==> config.mk <==
export PLATFORM = sky130hd
export DESIGN_NAME = axi_wr_beat_packer
export DESIGN_NICKNAME = d
export VERILOG_FILES = /design/src/rtl/axi_pack_pkg.sv /design/src/rtl/axi_burst_addr_gen.sv /design/src/rtl/axi_wr_beat_packer.sv
export SDC_FILE = /design/constraint.sdc
export NUM_CORES = 1
export LEC_CHECK = 0
export CORE_MARGIN = 3
export CORE_UTILIZATION = 45
export CTS_CLUSTER_SIZE = 30
export DETAILED_ROUTE_END_ITERATION = 6
export PLACE_DENSITY = 0.77
export SLEW_MARGIN = 20
export SYNTH_ARGS = -nofsm -noshare
export SYNTH_HDL_FRONTEND = slang
export SYNTH_HIERARCHICAL = 1
export SYNTH_SLANG_ARGS = --single-unit
==> constraint.sdc <==
create_clock -name clk_i -period 4.2 [get_ports clk_i]
set_clock_uncertainty 0.15 [all_clocks]
set_input_delay 0.42 -clock clk_i [delete_from_list [all_inputs] [get_ports clk_i]]
set_output_delay 0.42 -clock clk_i [all_outputs]
set_load 0.005 [all_outputs]
==> src/rtl/axi_pack_pkg.sv <==
// Shared definitions for the AXI write beat packer: burst/response codes,
// FSM states and packed-word field offsets.
package axi_pack_pkg;

  localparam logic [1:0] BURST_FIXED = 2'd0;
  localparam logic [1:0] BURST_INCR  = 2'd1;
  localparam logic [1:0] BURST_WRAP  = 2'd2;

  localparam logic [1:0] RESP_OKAY   = 2'd0;
  localparam logic [1:0] RESP_SLVERR = 2'd2;

  typedef enum logic [1:0] {
    ST_IDLE = 2'd0,
    ST_DATA = 2'd1,
    ST_RESP = 2'd2
  } state_t;

  // Packed word, MSB to LSB: {last, id, strb, addr, data}
  function automatic int word_width(input int addr_w, input int data_w, input int id_w);
    return 1 + id_w + data_w / 8 + addr_w + data_w;
  endfunction

  function automatic int addr_lsb(input int data_w);
    return data_w;
  endfunction

  function automatic int strb_lsb(input int addr_w, input int data_w);
    return data_w + addr_w;
  endfunction

  function automatic int id_lsb(input int addr_w, input int data_w);
    return data_w + addr_w + data_w / 8;
  endfunction

  function automatic int last_bit(input int addr_w, input int data_w, input int id_w);
    return data_w + addr_w + data_w / 8 + id_w;
  endfunction

  localparam int DEF_ADDR_LSB = 16;
  localparam int DEF_STRB_LSB = 48;
  localparam int DEF_ID_LSB   = 50;
  localparam int DEF_LAST_BIT = 56;

endpackage

==> src/rtl/axi_burst_addr_gen.sv <==
// Combinational next-beat address for AXI FIXED/INCR/WRAP bursts.
module axi_burst_addr_gen
  import axi_pack_pkg::*;
#(
  parameter int ADDR_WIDTH = 32
) (
  input  logic [ADDR_WIDTH-1:0] addr,
  input  logic [2:0]            size,
  input  logic [7:0]            len,
  input  logic [1:0]            burst,
  output logic [ADDR_WIDTH-1:0] next_addr
);

  logic [ADDR_WIDTH-1:0] step;
  logic [ADDR_WIDTH-1:0] incr_addr;
  logic [ADDR_WIDTH-1:0] wrap_mask;
  logic                  wrap_ok;

  always_comb begin
    step      = ADDR_WIDTH'(1) << size;
    incr_addr = addr + step;
    wrap_ok   = (len == 8'd1) || (len == 8'd3) || (len == 8'd7) || (len == 8'd15);
    // Window is (len+1) beats of 2^size bytes, aligned to its own size
    wrap_mask = ((ADDR_WIDTH'(len) + ADDR_WIDTH'(1)) << size) - ADDR_WIDTH'(1);
    next_addr = incr_addr;
    case (burst)
      BURST_FIXED: next_addr = addr;
      BURST_WRAP: begin
        if (wrap_ok) next_addr = (addr & ~wrap_mask) | (incr_addr & wrap_mask);
      end
      default: next_addr = incr_addr;
    endcase
  end

endmodule

==> src/rtl/axi_wr_beat_packer.sv <==
// AXI write responder that packs each accepted W beat into one FIFO word.
// Optional AXI_WR_PACKER_WLAST_CHECK_EN: flag wlast mismatches with SLVERR.
module axi_wr_beat_packer
  import axi_pack_pkg::*;
#(
  parameter int ADDR_WIDTH = 32,
  parameter int DATA_WIDTH = 16,
  parameter int ID_WIDTH   = 6,
  parameter int WIDTH      = word_width(ADDR_WIDTH, DATA_WIDTH, ID_WIDTH)
) (
  input  logic                    clk_i,
  input  logic                    rst_n_i,
  input  logic                    awvalid_i,
  output logic                    awready_o,
  input  logic [ID_WIDTH-1:0]     awid_i,
  input  logic [ADDR_WIDTH-1:0]   awaddr_i,
  input  logic [7:0]              awlen_i,
  input  logic [2:0]              awsize_i,
  input  logic [1:0]              awburst_i,
  input  logic                    wvalid_i,
  output logic                    wready_o,
  input  logic [DATA_WIDTH-1:0]   wdata_i,
  input  logic [DATA_WIDTH/8-1:0] wstrb_i,
  input  logic                    wlast_i,
  output logic                    bvalid_o,
  input  logic                    bready_i,
  output logic [ID_WIDTH-1:0]     bid_o,
  output logic [1:0]              bresp_o,
  output logic                    fifo_wr_req_o,
  output logic [WIDTH-1:0]        fifo_wr_data_o,
  input  logic                    fifo_wr_ready_i
);

  localparam int A_LSB = addr_lsb(DATA_WIDTH);
  localparam int S_LSB = strb_lsb(ADDR_WIDTH, DATA_WIDTH);
  localparam int I_LSB = id_lsb(ADDR_WIDTH, DATA_WIDTH);
  localparam int L_BIT = last_bit(ADDR_WIDTH, DATA_WIDTH, ID_WIDTH);

  state_t                state_q, state_d;
  logic                  live_q;
  logic [7:0]            cnt_q;
  logic [ID_WIDTH-1:0]   id_q;
  logic [ADDR_WIDTH-1:0] addr_q;
  logic [7:0]            len_q;
  logic [2:0]            size_q;
  logic [1:0]            burst_q;
  logic [ADDR_WIDTH-1:0] next_addr;
  logic [WIDTH-1:0]      word;
  logic [1:0]            resp_code;
  logic                  aw_hs;
  logic                  beat;
  logic                  last;

  assign aw_hs = awvalid_i & awready_o;
  assign beat  = fifo_wr_req_o;
  assign last  = (cnt_q == len_q);

  axi_burst_addr_gen #(
    .ADDR_WIDTH (ADDR_WIDTH)
  ) u_addr_gen (
    .addr      (addr_q),
    .size      (size_q),
    .len       (len_q),
    .burst     (burst_q),
    .next_addr (next_addr)
  );

  // live_q holds awready low until the first clock after reset release
  always_ff @(posedge clk_i or negedge rst_n_i) begin
    if (!rst_n_i) begin
      state_q <= ST_IDLE;
      live_q  <= 1'b0;
      cnt_q   <= 8'd0;
    end else begin
      state_q <= state_d;
      live_q  <= 1'b1;
      if (aw_hs)     cnt_q <= 8'd0;
      else if (beat) cnt_q <= cnt_q + 8'd1;
    end
  end

  always_ff @(posedge clk_i) begin
    if (aw_hs) begin
      id_q    <= awid_i;
      addr_q  <= awaddr_i;
      len_q   <= awlen_i;
      size_q  <= awsize_i;
      burst_q <= awburst_i;
    end else if (beat) begin
      addr_q  <= next_addr;
    end
  end

`ifdef AXI_WR_PACKER_WLAST_CHECK_EN
  logic err_q;

  always_ff @(posedge clk_i or negedge rst_n_i) begin
    if (!rst_n_i)                    err_q <= 1'b0;
    else if (aw_hs)                  err_q <= 1'b0;
    else if (beat && (wlast_i != last)) err_q <= 1'b1;
  end

  assign resp_code = err_q ? RESP_SLVERR : RESP_OKAY;
`else
  logic unused_wlast;

  assign unused_wlast = wlast_i;
  assign resp_code    = RESP_OKAY;
`endif

  always_comb begin
    state_d = state_q;
    case (state_q)
      ST_IDLE: if (aw_hs)          state_d = ST_DATA;
      ST_DATA: if (beat && last)   state_d = ST_RESP;
      ST_RESP: if (bready_i)       state_d = ST_IDLE;
      default:                     state_d = ST_IDLE;
    endcase
  end

  always_comb begin
    word                 = '0;
    word[A_LSB-1:0]      = wdata_i;
    word[S_LSB-1:A_LSB]  = addr_q;
    word[I_LSB-1:S_LSB]  = wstrb_i;
    word[L_BIT-1:I_LSB]  = id_q;
    word[L_BIT]          = last;
  end

  // Write strobe is gated by fifo_wr_ready_i: the FIFO has no overflow guard
  always_comb begin
    awready_o      = (state_q == ST_IDLE) & live_q;
    wready_o       = (state_q == ST_DATA) & fifo_wr_ready_i;
    fifo_wr_req_o  = (state_q == ST_DATA) & wvalid_i & fifo_wr_ready_i;
    fifo_wr_data_o = fifo_wr_req_o ? word : '0;
    bvalid_o       = (state_q == ST_RESP);
    bid_o          = (state_q == ST_RESP) ? id_q : '0;
    bresp_o        = (state_q == ST_RESP) ? resp_code : RESP_OKAY;
  end

endmodule

==> metrics.md <==
| Metric | Value |
|---|---|
| Final WL | 15.1 mm |
| Layout area overhead | 36.2% |
| Starting Density | 46.6% |
| Clk_lat worst skew | around 350 ps |
| Final critical-path share of the clock period | 93.2% |
| Routed wire per std cell | 17.2 um |
| RR Endpoint | addr_q[15]$_DFFE_PP_ |
| Die Width | 115 um |
| Remaining DRCs | 0 |
| Max_cap viols | 0 |
| DP Area | 6960 um2 |
| CTS tree | done |
| Xor/xnor cell area share of the yosys netlist | slightly below 8% |
| Worst vdd ir | 0.295 mV |
| Status | finished, final reports clean |
| Simple-Gate Fraction of Synth Area | about a quarter |
| Slew @ Worst Pin | roughly 610 ps |
| H-Tree Depth | 3 |
| Initial antenna violation count | 0 |
| R2r worst-path depth | 12 |
| Worst R2R Start | len_q[3]$_DFFE_PP_ |
| Vias in the first global route | 4962 |
| DRT antenna net count | 0 |
| CTS Buf Count | 9 |
| # clock sinks | 62 |
| Post-synth ARST share | approximately 18% |
| CTS clk-pin slew, worst paths | 50 ps |
| First-pass GRT wire length | 24.1 mm |
| Post-synth EDFFs | 51 |
| Final Hold Fails | 0 |
| Fill count | 954 |
| Num rows | 39 |
| WP data required | 4150 ps |
| Crit path capture type | flop |
| Final setup viols | 0 |
| Design Area, Final | 7310 um2 |
| Final min period | just under 4000 ps |
| Slew margin rel. | 59.3% |
| Synth Register Bits | a little over 60 |
| Seq/Total Area, Yosys | roughly a third |
| Initial drt markers | 309 |
| Pwr dens | 311 nW/um2 |
| Synth Flop Type | edfxtp_1 |
| Layout Nets | 817 |
| Die ar. | 13300 um2 |
| Util after Layout | 63.5% |
| Total Routing Usage GR | ~23% |
| Register area | ~1800 um2 |
| Via count | roughly 5000 |
| Setup crit start kind | flop |
| Multiplexer share of the synthesized area | 8.58% |
| Fmax | 0.256 GHz |
| Leakage | 2.74 nW |
| RePlAce Congestion | 0.908 |
| Ranking of synthesized cells by area | edfxtp_1 29%, and2_1 7.8%, mux2_2 7.1% |
| Total gr overflow | 0 |
| Die Ht | ~120 um |
| Netlist cell types | 78 |
| Port Buf Inserts | 141 |
| Complex-gate fraction of the synthesized area | about 15% |
| 1st-pass router iterations | 5 |
| Area of the multi-input gates | 3300 um2 |
| Number of cells produced by synthesis | 576 |
| Max Root-Sink Buffers | 2 |
| R2R Setup Slk | about 290 ps |
| Post-synth top area cell | edfxtp_1 |
| ANT cells | 0 |
| Post-synth top area share | 28.5% |
| HPWL Detailed | 11.2 mm |
| Ratio of cells with drive above 1 in the final layout | 14.5% |
| Cell area after synthesis | 5370 um2 |
| RSZ-0062 raised after global routing | false |
| Setup_tns | 0 ps |
| Hold/Removal Path Class | in -> async |
| Avg Cell Area, Syn | between 9 and 10 um2 |
| Clock root buffer | clkbuf_16 |
| Slew Viols, Final | 0 |
| Placeable Area | 11500 um2 |
| Via density | 5.70 |
| Largest family of logic cells by synthesized area | simple AND/OR/NAND/NOR gates |
| Yosys warnings | 6 |
| Worst EP arrival | 3860 ps |
| I/O pin count | roughly 150 |
| Crit Path Max Fanout | 11 |
| WS Path Type | reg -> reg |
| Adder-Cell Fraction of Synth Area | 3.40% |
| Largest net degree at the start of global routing | 67 |
==> stage by stage <==
stage	cells	total power, mW	setup WS [ps]	hold slack (ps)
5_1_grt	875	2.39	30.9	302
2_1_floorplan	577	1.24	289	-25.6
4_1_cts	870	2.29	113	273
6_report	875	2.28	287	265
3_3_place_gp	854	1.49	218	396
3_5_place_dp	854	1.52	147	414
==> worst max-delay path: stages, from the launching register on <==
cell and delay, ps:
edfxtp_1 580, nand4_2 290, o31ai_2 290, o31ai_1 170, o41a_1 540, nor4_4 320
o2111a_1 230, ha_1 250, nand2_1 80, a21oi_1 90, nor4b_2 320, xor2_1 100
mux2_2 260
==> cells in the mapped netlist (all sizes together), types with 16 or more instances <==
master and number:
o21ai 23, inv 21, mux2 39, nor3 16, nand2 28, a21oi 24
xor2 31, nor2 40, xnor2 17, edfxtp 51, and2 67, buf 19
==> registers in the layout, summed over array words and instances (netlist names) <==
| register | cells |
|---|---|
| live_q | 1 |
| state_q | 2 |
| len_q | 8 |
| id_q | 6 |
| cnt_q | 8 |
| addr_q | 32 |
| burst_q | 2 |
| size_q | 3 |
==> routing by layer <==
metal / routed length [um] / share of wire [%] / GRT usage [%] / vias up
met5: 0 / 0 / 0 / -
met4: 255 / 1.7 / 6.96 / 0
met3: 1250 / 8.3 / 7.74 / 22
met2: 7030 / 47 / 37.3 / 204
met1: 6540 / 43 / 28.9 / 2355
li1: - / - / - / 2409
==> where the power goes <==
| part | internal [mW] | switching, mW | total [mW] | leakage, nW |
|---|---|---|---|---|
| registers | 0.774 | 0.0913 | 0.865 | 0.611 |
| logic | 0.366 | 0.283 | 0.648 | 1.98 |
| clock network | 0.473 | 0.290 | 0.762 | 0.148 |
| total | 1.61 | 0.664 | 2.28 | 2.74 |
==> logic make-up (layout without fill, tap and decap cells) <==
| family | after synthesis | in the layout |
|---|---|---|
| AND/OR/NAND/NOR | 240 | 240 |
| AO/OA/AOI/OAI | 115 | 115 |
| flip-flops | 62 | 62 |
| buffers and inverters | 55 | 210 |
| XOR/XNOR | 48 | 48 |
| multiplexers | 40 | 40 |
| adder cells (fa/ha/maj) | 14 | 14 |
| other | 2 | 3 |
==> cell type report <==
| cell class | count | share of cell area [%] |
|---|---|---|
| Multi-Input combinational cell | 460 | 45.1 |
| Tap cell | 143 | 2.45 |
| Clock buffer | 10 | 3.27 |
| Clock inverter | 6 | 0.838 |
| Timing Repair Buffer | 173 | 22.6 |
| Sequential cell | 62 | 24.7 |
| Inverter | 21 | 1.08 |
==> worst max path at each step <==
stage / start / endpoint / slack, ps / cells past startpoint
finish: len_q[3]$_DFFE_PP_ / addr_q[15]$_DFFE_PP_ / 290 / 12
global route: size_q[0]$_DFFE_PP_ / addr_q[20]$_DFFE_PP_ / 30 / 14
CTS: size_q[1]$_DFFE_PP_ / addr_q[20]$_DFFE_PP_ / 110 / 14
detailed placement: len_q[0]$_DFFE_PP_ / addr_q[15]$_DFFE_PP_ / 150 / 13
global placement: len_q[0]$_DFFE_PP_ / addr_q[15]$_DFFE_PP_ / 220 / 13
floorplan: len_q[0]$_DFFE_PP_ / addr_q[15]$_DFFE_PP_ / 290 / 14
==> cells in the final DEF, fill, tap and decap left out, types with 4 or more instances in the layout <==
cell,count
nor3_1,16
buf_4,32
nand2_1,28
nor4_1,12
o2111ai_1,4
inv_1,21
o31ai_1,5
o21ai_0,22
nand2b_1,6
xor2_1,31
a21boi_0,5
nor2b_1,6
clkbuf_16,9
nor2_1,40
mux2_2,34
or3_1,6
a21oi_1,24
dfrtp_1,11
and2_1,66
edfxtp_1,51
xnor2_1,17
and3_1,7
nand3b_1,4
nand3_1,12
nand4_1,13
a211oi_1,8
a31oi_1,4
ha_1,12
clkdlybuf4s50_1,141
==> what timing repair did <==
action,in CTS,in global routing
hold buffers,0,0
setup buffers,0,5
gates resized for setup,0,3
endpoints found under the setup margin,0,7
No activity file was read; power rests on OpenSTA's default activity.
